--- src/rtl/audio_fifo_i2s_pkg.sv ---
// Shared types and helpers for the audio FIFO / I2S serialiser.
package audio_fifo_i2s_pkg;

  // Serialiser sequencing: idle, waiting for the FIFO to fill, playing, finishing the last frame
  typedef enum logic [1:0] {
    ST_IDLE  = 2'd0,
    ST_PRIME = 2'd1,
    ST_RUN   = 2'd2,
    ST_DRAIN = 2'd3
  } i2s_state_t;

  // Widest word and sample the saturation helper handles
  localparam int MAX_DATA_W   = 64;
  localparam int MAX_SAMPLE_W = 32;

  // Clamp a signed word to a sampleW-bit sample taken from bit 'shift' upwards.
  // The word fits when every bit from the sample MSB up to the word MSB is a copy
  // of the sign; otherwise the result is the most negative or most positive sample.
  // Only the low sampleW bits of the result are meaningful.
  function automatic logic [MAX_SAMPLE_W-1:0] sat_sample(
    input logic [MAX_DATA_W-1:0] word,
    input int                    dataW,
    input int                    sampleW,
    input int                    shift
  );
    logic [MAX_DATA_W-1:0]   upper;
    logic [MAX_DATA_W-1:0]   mask;
    logic [MAX_DATA_W-1:0]   shifted;
    logic [MAX_SAMPLE_W-1:0] maxPos;
    logic                    signBit;
    logic                    allSame;
    int                      nUpper;
    nUpper  = dataW - shift - sampleW + 1;
    shifted = word >> shift;
    upper   = word >> (shift + sampleW - 1);
    mask    = (64'd1 << nUpper) - 64'd1;
    allSame = ((upper & mask) == '0) || ((upper & mask) == mask);
    signBit = |(word & (64'd1 << (dataW - 1)));
    maxPos  = 32'd1 << (sampleW - 1);
    if (allSame) begin
      return shifted[MAX_SAMPLE_W-1:0];
    end else if (signBit) begin
      return maxPos;
    end else begin
      return maxPos - 32'd1;
    end
  endfunction

endpackage

--- src/rtl/audio_fifo_i2s_sample_fifo.sv ---
// Synchronous sample FIFO with registered full flag, occupancy count and a drop strobe.
module audio_fifo_i2s_sample_fifo #(
  parameter int DEPTH  = 16,
  parameter int DATA_W = 32
) (
  input  logic                     i_clk,
  input  logic                     i_rst_n,
  input  logic                     i_push,
  input  logic [DATA_W-1:0]        i_wrData,
  input  logic                     i_pop,
  output logic [DATA_W-1:0]        o_rdData,
  output logic                     o_full,
  output logic                     o_empty,
  output logic [$clog2(DEPTH):0]   o_level,
  output logic                     o_wrDrop
);

  localparam int AW = $clog2(DEPTH);

  logic [DATA_W-1:0] r_mem [DEPTH];
  logic [AW-1:0]     r_wrPtr;
  logic [AW-1:0]     r_rdPtr;
  logic [AW:0]       r_count;
  logic [AW:0]       w_countNext;
  logic              r_full;
  logic              w_doPush;
  logic              w_doPop;

  assign w_doPush = i_push && !r_full;
  assign w_doPop  = i_pop && (r_count != '0);
  assign o_wrDrop = i_push && r_full;

  // Occupancy after this cycle; a simultaneous push and pop leaves it unchanged
  always_comb begin
    w_countNext = r_count;
    case ({w_doPush, w_doPop})
      2'b10:   w_countNext = r_count + 1'b1;
      2'b01:   w_countNext = r_count - 1'b1;
      default: w_countNext = r_count;
    endcase
  end

  // Pointers wrap naturally because DEPTH is a power of two
  always_ff @(posedge i_clk or negedge i_rst_n) begin
    if (!i_rst_n) begin
      r_wrPtr <= '0;
      r_rdPtr <= '0;
      r_count <= '0;
      r_full  <= 1'b0;
    end else begin
      if (w_doPush) r_wrPtr <= r_wrPtr + 1'b1;
      if (w_doPop)  r_rdPtr <= r_rdPtr + 1'b1;
      r_count <= w_countNext;
      r_full  <= (w_countNext == (AW+1)'(DEPTH));
    end
  end

  // Storage needs no reset; occupancy alone decides what is valid
  always_ff @(posedge i_clk) begin
    if (w_doPush) r_mem[r_wrPtr] <= i_wrData;
  end

  assign o_rdData = r_mem[r_rdPtr];
  assign o_full   = r_full;
  assign o_empty  = (r_count == '0);
  assign o_level  = r_count;

endmodule

--- src/rtl/audio_fifo_i2s.sv ---
// Buffers mixed tone words and plays them as a mono I2S master (same sample left and right).
module audio_fifo_i2s
  import audio_fifo_i2s_pkg::*;
#(
  parameter int DEPTH    = 16,
  parameter int DATA_W   = 32,
  parameter int SAMPLE_W = 16,
  parameter int SHIFT    = 0,
  parameter int BCLK_DIV = 16,
  parameter int PRIME    = 4
) (
  input  logic                   i_clk,
  input  logic                   i_rst_n,
  input  logic                   i_enable,
  input  logic                   i_ld_fifo,
  input  logic [DATA_W-1:0]      i_tone,
  input  logic                   i_clr_flags,
  output logic                   o_fifo_full,
  output logic [$clog2(DEPTH):0] o_fifo_level,
  output logic                   o_overflow,
  output logic                   o_underrun,
  output logic                   o_bclk,
  output logic                   o_lrclk,
  output logic                   o_dacdat
);

  localparam int LW         = $clog2(DEPTH) + 1;
  localparam int DIV_W      = (BCLK_DIV > 1) ? $clog2(BCLK_DIV) : 1;
  localparam int FRAME_BITS = 2 * SAMPLE_W;
  localparam int BIT_W      = $clog2(FRAME_BITS);
  localparam logic [DIV_W-1:0] DIV_LAST  = DIV_W'(BCLK_DIV - 1);
  localparam logic [BIT_W-1:0] BIT_LAST  = BIT_W'(FRAME_BITS - 1);
  localparam logic [BIT_W-1:0] BIT_HALF  = BIT_W'(SAMPLE_W);
  localparam logic [BIT_W-1:0] BIT_MSB   = BIT_W'(1);
  localparam logic [LW-1:0]    PRIME_LVL = LW'(PRIME);

  i2s_state_t              r_state;
  i2s_state_t              w_stateNext;
  logic [DIV_W-1:0]        r_div;
  logic [BIT_W-1:0]        r_bit;
  logic [BIT_W-1:0]        w_bitNext;
  logic                    r_bclk;
  logic                    r_lrclk;
  logic                    r_dacdat;
  logic [FRAME_BITS-1:0]   r_shift;
  logic [SAMPLE_W-1:0]     r_sample;
  logic [SAMPLE_W-1:0]     w_sat;
  logic                    r_lastPeriod;
  logic                    r_overflow;
  logic                    r_underrun;
  logic                    w_running;
  logic                    w_fall;
  logic                    w_pop;
  logic [DATA_W-1:0]       w_rdData;
  logic                    w_full;
  logic                    w_empty;
  logic [LW-1:0]           w_level;
  logic                    w_wrDrop;

  audio_fifo_i2s_sample_fifo #(
    .DEPTH  (DEPTH),
    .DATA_W (DATA_W)
  ) u_fifo (
    .i_clk    (i_clk),
    .i_rst_n  (i_rst_n),
    .i_push   (i_ld_fifo),
    .i_wrData (i_tone),
    .i_pop    (w_pop),
    .o_rdData (w_rdData),
    .o_full   (w_full),
    .o_empty  (w_empty),
    .o_level  (w_level),
    .o_wrDrop (w_wrDrop)
  );

  assign w_running = (r_state == ST_RUN) || (r_state == ST_DRAIN);
  assign w_fall    = w_running && r_bclk && (r_div == DIV_LAST);
  assign w_bitNext = (r_bit == BIT_LAST) ? '0 : r_bit + 1'b1;
  assign w_sat     = SAMPLE_W'(sat_sample(MAX_DATA_W'(w_rdData), DATA_W, SAMPLE_W, SHIFT));

  // Next state and the frame-start pop (on entering RUN and at every fall into bit 0 while playing)
  always_comb begin
    w_stateNext = r_state;
    w_pop       = 1'b0;
    case (r_state)
      ST_IDLE: begin
        if (i_enable) w_stateNext = ST_PRIME;
      end
      ST_PRIME: begin
        if (!i_enable) begin
          w_stateNext = ST_IDLE;
        end else if (w_level >= PRIME_LVL) begin
          w_stateNext = ST_RUN;
          w_pop       = 1'b1;
        end
      end
      ST_RUN: begin
        if (w_fall && (w_bitNext == '0)) w_pop = 1'b1;
        if (!i_enable) w_stateNext = ST_DRAIN;
      end
      ST_DRAIN: begin
        if (w_fall && (r_bit == '0) && r_lastPeriod) w_stateNext = ST_IDLE;
      end
      default: w_stateNext = ST_IDLE;
    endcase
  end

  // State register
  always_ff @(posedge i_clk or negedge i_rst_n) begin
    if (!i_rst_n) r_state <= ST_IDLE;
    else          r_state <= w_stateNext;
  end

  // Bit-clock divider, frame bit counter and serial shifter; all held at zero when not playing
  always_ff @(posedge i_clk or negedge i_rst_n) begin
    if (!i_rst_n) begin
      r_div        <= '0;
      r_bit        <= '0;
      r_bclk       <= 1'b0;
      r_lrclk      <= 1'b0;
      r_dacdat     <= 1'b0;
      r_shift      <= '0;
      r_lastPeriod <= 1'b0;
    end else if (!w_running || (w_stateNext == ST_IDLE)) begin
      r_div        <= '0;
      r_bit        <= '0;
      r_bclk       <= 1'b0;
      r_lrclk      <= 1'b0;
      r_dacdat     <= 1'b0;
      r_shift      <= '0;
      r_lastPeriod <= 1'b0;
    end else begin
      if (r_div == DIV_LAST) begin
        r_div  <= '0;
        r_bclk <= ~r_bclk;
      end else begin
        r_div <= r_div + 1'b1;
      end
      if (w_fall) begin
        r_bit   <= w_bitNext;
        r_lrclk <= (w_bitNext >= BIT_HALF);
        if (w_bitNext == BIT_MSB) begin
          r_shift  <= {r_sample, r_sample} << 1;
          r_dacdat <= r_sample[SAMPLE_W-1];
        end else begin
          r_shift  <= r_shift << 1;
          r_dacdat <= r_shift[FRAME_BITS-1];
        end
        if ((r_state == ST_DRAIN) && (w_bitNext == '0)) r_lastPeriod <= 1'b1;
      end
    end
  end

  // Sample latched at the frame-start pop, zero when the FIFO was found empty
  always_ff @(posedge i_clk or negedge i_rst_n) begin
    if (!i_rst_n)   r_sample <= '0;
    else if (w_pop) r_sample <= w_empty ? '0 : w_sat;
  end

  // Sticky error flags; a new event outranks a simultaneous clear
  always_ff @(posedge i_clk or negedge i_rst_n) begin
    if (!i_rst_n) begin
      r_overflow <= 1'b0;
      r_underrun <= 1'b0;
    end else begin
      if (w_wrDrop)         r_overflow <= 1'b1;
      else if (i_clr_flags) r_overflow <= 1'b0;
      if (w_pop && w_empty) r_underrun <= 1'b1;
      else if (i_clr_flags) r_underrun <= 1'b0;
    end
  end

  assign o_fifo_full  = w_full;
  assign o_fifo_level = w_level;
  assign o_overflow   = r_overflow;
  assign o_underrun   = r_underrun;
  assign o_bclk       = r_bclk;
  assign o_lrclk      = r_lrclk;
  assign o_dacdat     = r_dacdat;

endmodule

--- config.mk ---
export PLATFORM = sky130hd
export DESIGN_NAME = audio_fifo_i2s
export DESIGN_NICKNAME = d
export VERILOG_FILES = /design/src/rtl/audio_fifo_i2s_pkg.sv /design/src/rtl/audio_fifo_i2s_sample_fifo.sv /design/src/rtl/audio_fifo_i2s.sv
export SDC_FILE = /design/constraint.sdc
export NUM_CORES = 1
export LEC_CHECK = 0
export CORE_ASPECT_RATIO = 0.8
export CORE_MARGIN = 10
export CORE_UTILIZATION = 35
export DETAILED_ROUTE_END_ITERATION = 6
export PLACE_DENSITY = 0.49
export SLEW_MARGIN = 25
export SYNTH_ARGS = -nofsm -noshare
export SYNTH_HDL_FRONTEND = slang
export SYNTH_SLANG_ARGS = --single-unit
--- constraint.sdc ---
create_clock -name i_clk -period 4.4 [get_ports i_clk]
set_input_delay 0.66 -clock i_clk [delete_from_list [all_inputs] [get_ports i_clk]]
set_output_delay 0.66 -clock i_clk [all_outputs]
set_load 0.03 [all_outputs]
==> out/metrics.yaml <==
cp_data_arrival_time_ns: 4.25
yosys.area.top_type_share_pct: 65.51
synth_compound_area_share_pct: 4.830
ys.flop_type: "edfxtp_1"
drc: 0
cts.clk_slew.worst_paths_ns: 0.06
post_cts_buffers: 0
ys_warn_count: 0
yosysMostFrequentCell: "edfxtp_1"
clk_path_buf_depth: 3
slew_headroom_pct: 35.34
gp_congestion: 0.7280
synthToLayoutAreaGrowth_pct: 15.19
p_per_area_nw_per_um2: 591.8
synthXorXnorAreaFrac_pct: 0.5598
nFillCells: 5834
crit_type: "reg -> reg"
cts_num_sinks: 590
place_hpwl_um: 30670
vias: 11600
final_layout_size_suffix_gt1_share_pct: 21.47
reg2reg_from: "r_bit[0]"
wl_per_cell_um: 24.99
row_count: 84
postCtsResizedCells: 0
post-route-period-util_pct: 85.04
leakage_uw: 0.008770
crit_fanout: 6
reg2reg_depth: 15
synth.distinct_cells: 52
ant_nets: 0
grt_pass1_wl_um: 81480
routed_wl_um: 54790
fmax_mhz: 267.2
viasPerCell: 5.293
syn_area_per_cell_um2: 19.64
synth_fp_nets: 1252
cts_inserted_buffers: 59
r2r_slack_ns: 0.66
htreeDepth: 2
outcome: "complete, no violations"
num_antenna_cells: 0
critPathSlowestCell: "a2111oi_2"
crit_chain: "ha_1, and3_1, ha_1, a21o_1, a2111oi_2, o211a_1, ha_1, ha_1, a21o_1, a21oi_1, xnor2_1, nand2b_1, xnor2_1, nand2b_1, nor4_1"
synth.largest_area_cell: "edfxtp_1"
ctsHoldBuffers: 0
io_buffers: 47
end_kind: "flop"
startpoint_type: "flop"
rsz0062_at_grt: "false"
crit_buf_inv: 0
grt_max_degree: 70
finalSetupTns_ns: 0
cp_data_required_time_ns: 4.91
synth_top_family_by_area: "multiplexers"
final_cell_area_um2: 27030
dieWidth_um: 309.5
synth_mux_area_share_pct: 14.94
placed_area_um2: 25190
dieHeight_um: 251.6
ys_seq_area_share_pct: 73.82
design.die.area_um2: 77880
first_pass_iters: 5
pin_count: 48
overflow: 0
dp.cells: 2084
synth_seq_cells: 590
min_period_ns: 3.742
setup_violations: 0
layout.nets: 1343
synthSimpleGateAreaFrac_pct: 3.001
timing.final.hold_violations: 0
stdcell_count: 2192
drt-initial-drc-count: 1121
postSynthCellCount: 1195
cts-root-buf: "clkbuf_16"
r2r_end: "u_fifo.o_full"
cpPeakStageDelay_ns: 0.48
grt_pass1_vias: 11930
total_power_uw: 16000
clock_latency_ns: 0.62
max-vdd-ir-drop_mv: 0.3686
worst_pin_slew_ns: 0.9663
fin_skew_ns: 0.02427
cp_common_cell: "ha_1"
cts_tree: "done"
crit_family: "compound AO/OA/AOI/OAI gates"
synth_common_cells: "512 x edfxtp_1, 124 x mux4_2, 78 x dfrtp_1"
multiInputGateArea_um2: 5779
antenna_found_initial: 1
maxCapViolations: 0
syn-cell-area_um2: 23470
synth_edf_count: 512
yosys.area_share.adder_pct: 1.098
regArea_um2: 17330
grt_usage_pct: 14.03
ys_async_sr_fraction_pct: 13.22
final_max_slew_viol_count: 0
synth_area_leaders: "edfxtp_1 66%, mux4_2 12%, dfrtp_1 8.3%, mux2i_1 2.9%, ha_1 1.0%"
fp.coreArea_um2: 66110
hold_path_class: "in -> async"
initial_core_util_pct: 35.50
## metrics by stage
step,utilization [%],hold slack (ns),setup slack (ns)
after floorplan,-,0.3644,0.9270
after global placement,38.10,0.4906,0.7396
after detailed placement,38.10,0.4848,0.6820
after CTS,40.84,0.07781,0.6577
after global routing,40.89,0.09770,0.4379
final,40.89,0.09248,0.6581
## logic make-up (layout without fill, tap and decap cells)
group           count (synthesis)  count (layout)
mux                           195             195
xor+xnor                       15              15
simple gates                  143             143
buf+inv                        78             215
compound gates                154             154
fa+ha+maj                      20              20
flops                         590             590
## cells in the final DEF, fill, tap and decap left out, types with 36 or more instances in the layout
cell | netlist | final
clkbuf_16 | 0 | 59
buf_4 | 2 | 36
mux2i_1 | 69 | 69
mux4_2 | 124 | 124
edfxtp_1 | 512 | 512
nand2_1 | 41 | 41
nor2_1 | 42 | 42
clkdlybuf4s50_1 | 0 | 46
dfrtp_1 | 78 | 76
## routing by layer
layer | global-route usage, % | part of all wire [%]
met1 | 20.79 | 49
met2 | 21.33 | 46
met3 | 2.218 | 3.9
met4 | 3.434 | 1.6
met5 | 0 | 0.013
## registers in the layout (all words and copies together) (netlist names), 2 cells and up
register and count:
r_div 4, r_state 2, u_fifo.r_rdPtr 4, r_shift 31, r_sample 16, u_fifo.o_level 5
u_fifo.r_wrPtr 4, u_fifo.r_mem 512, r_bit 5
## worst max-delay path by stage
stage / startpoint / endpoint / slack [ns] / cells after the start
2_1_floorplan: r_bit[0] / u_fifo.o_full / 0.93 / 16
3_3_place_gp: u_fifo.r_rdPtr[0] / r_sample[1] / 0.74 / 7
3_5_place_dp: r_bit[0] / u_fifo.o_full / 0.68 / 15
4_1_cts: r_bit[0] / u_fifo.o_full / 0.66 / 15
5_1_grt: r_bit[0] / u_fifo.o_full / 0.44 / 16
6_report: r_bit[0] / u_fifo.o_full / 0.66 / 15
## cell type report
class                   count  share of cell area (%)
well taps                 860                   3.980
clock inverters            34                   1.055
repair buffers             94                   3.619
inverters                  14                  0.1944
multi-input cells         527                   21.38
clock buffers              73                   5.656
flip-flops and latches    590                   64.12
## power by group
group          internal [µW]  total, µW  switching (µW)
sequential              6720       7110             389
combinational           1880       4080            2200
clock                   2690       4810            2120
(Power assumes the default switching activity.)
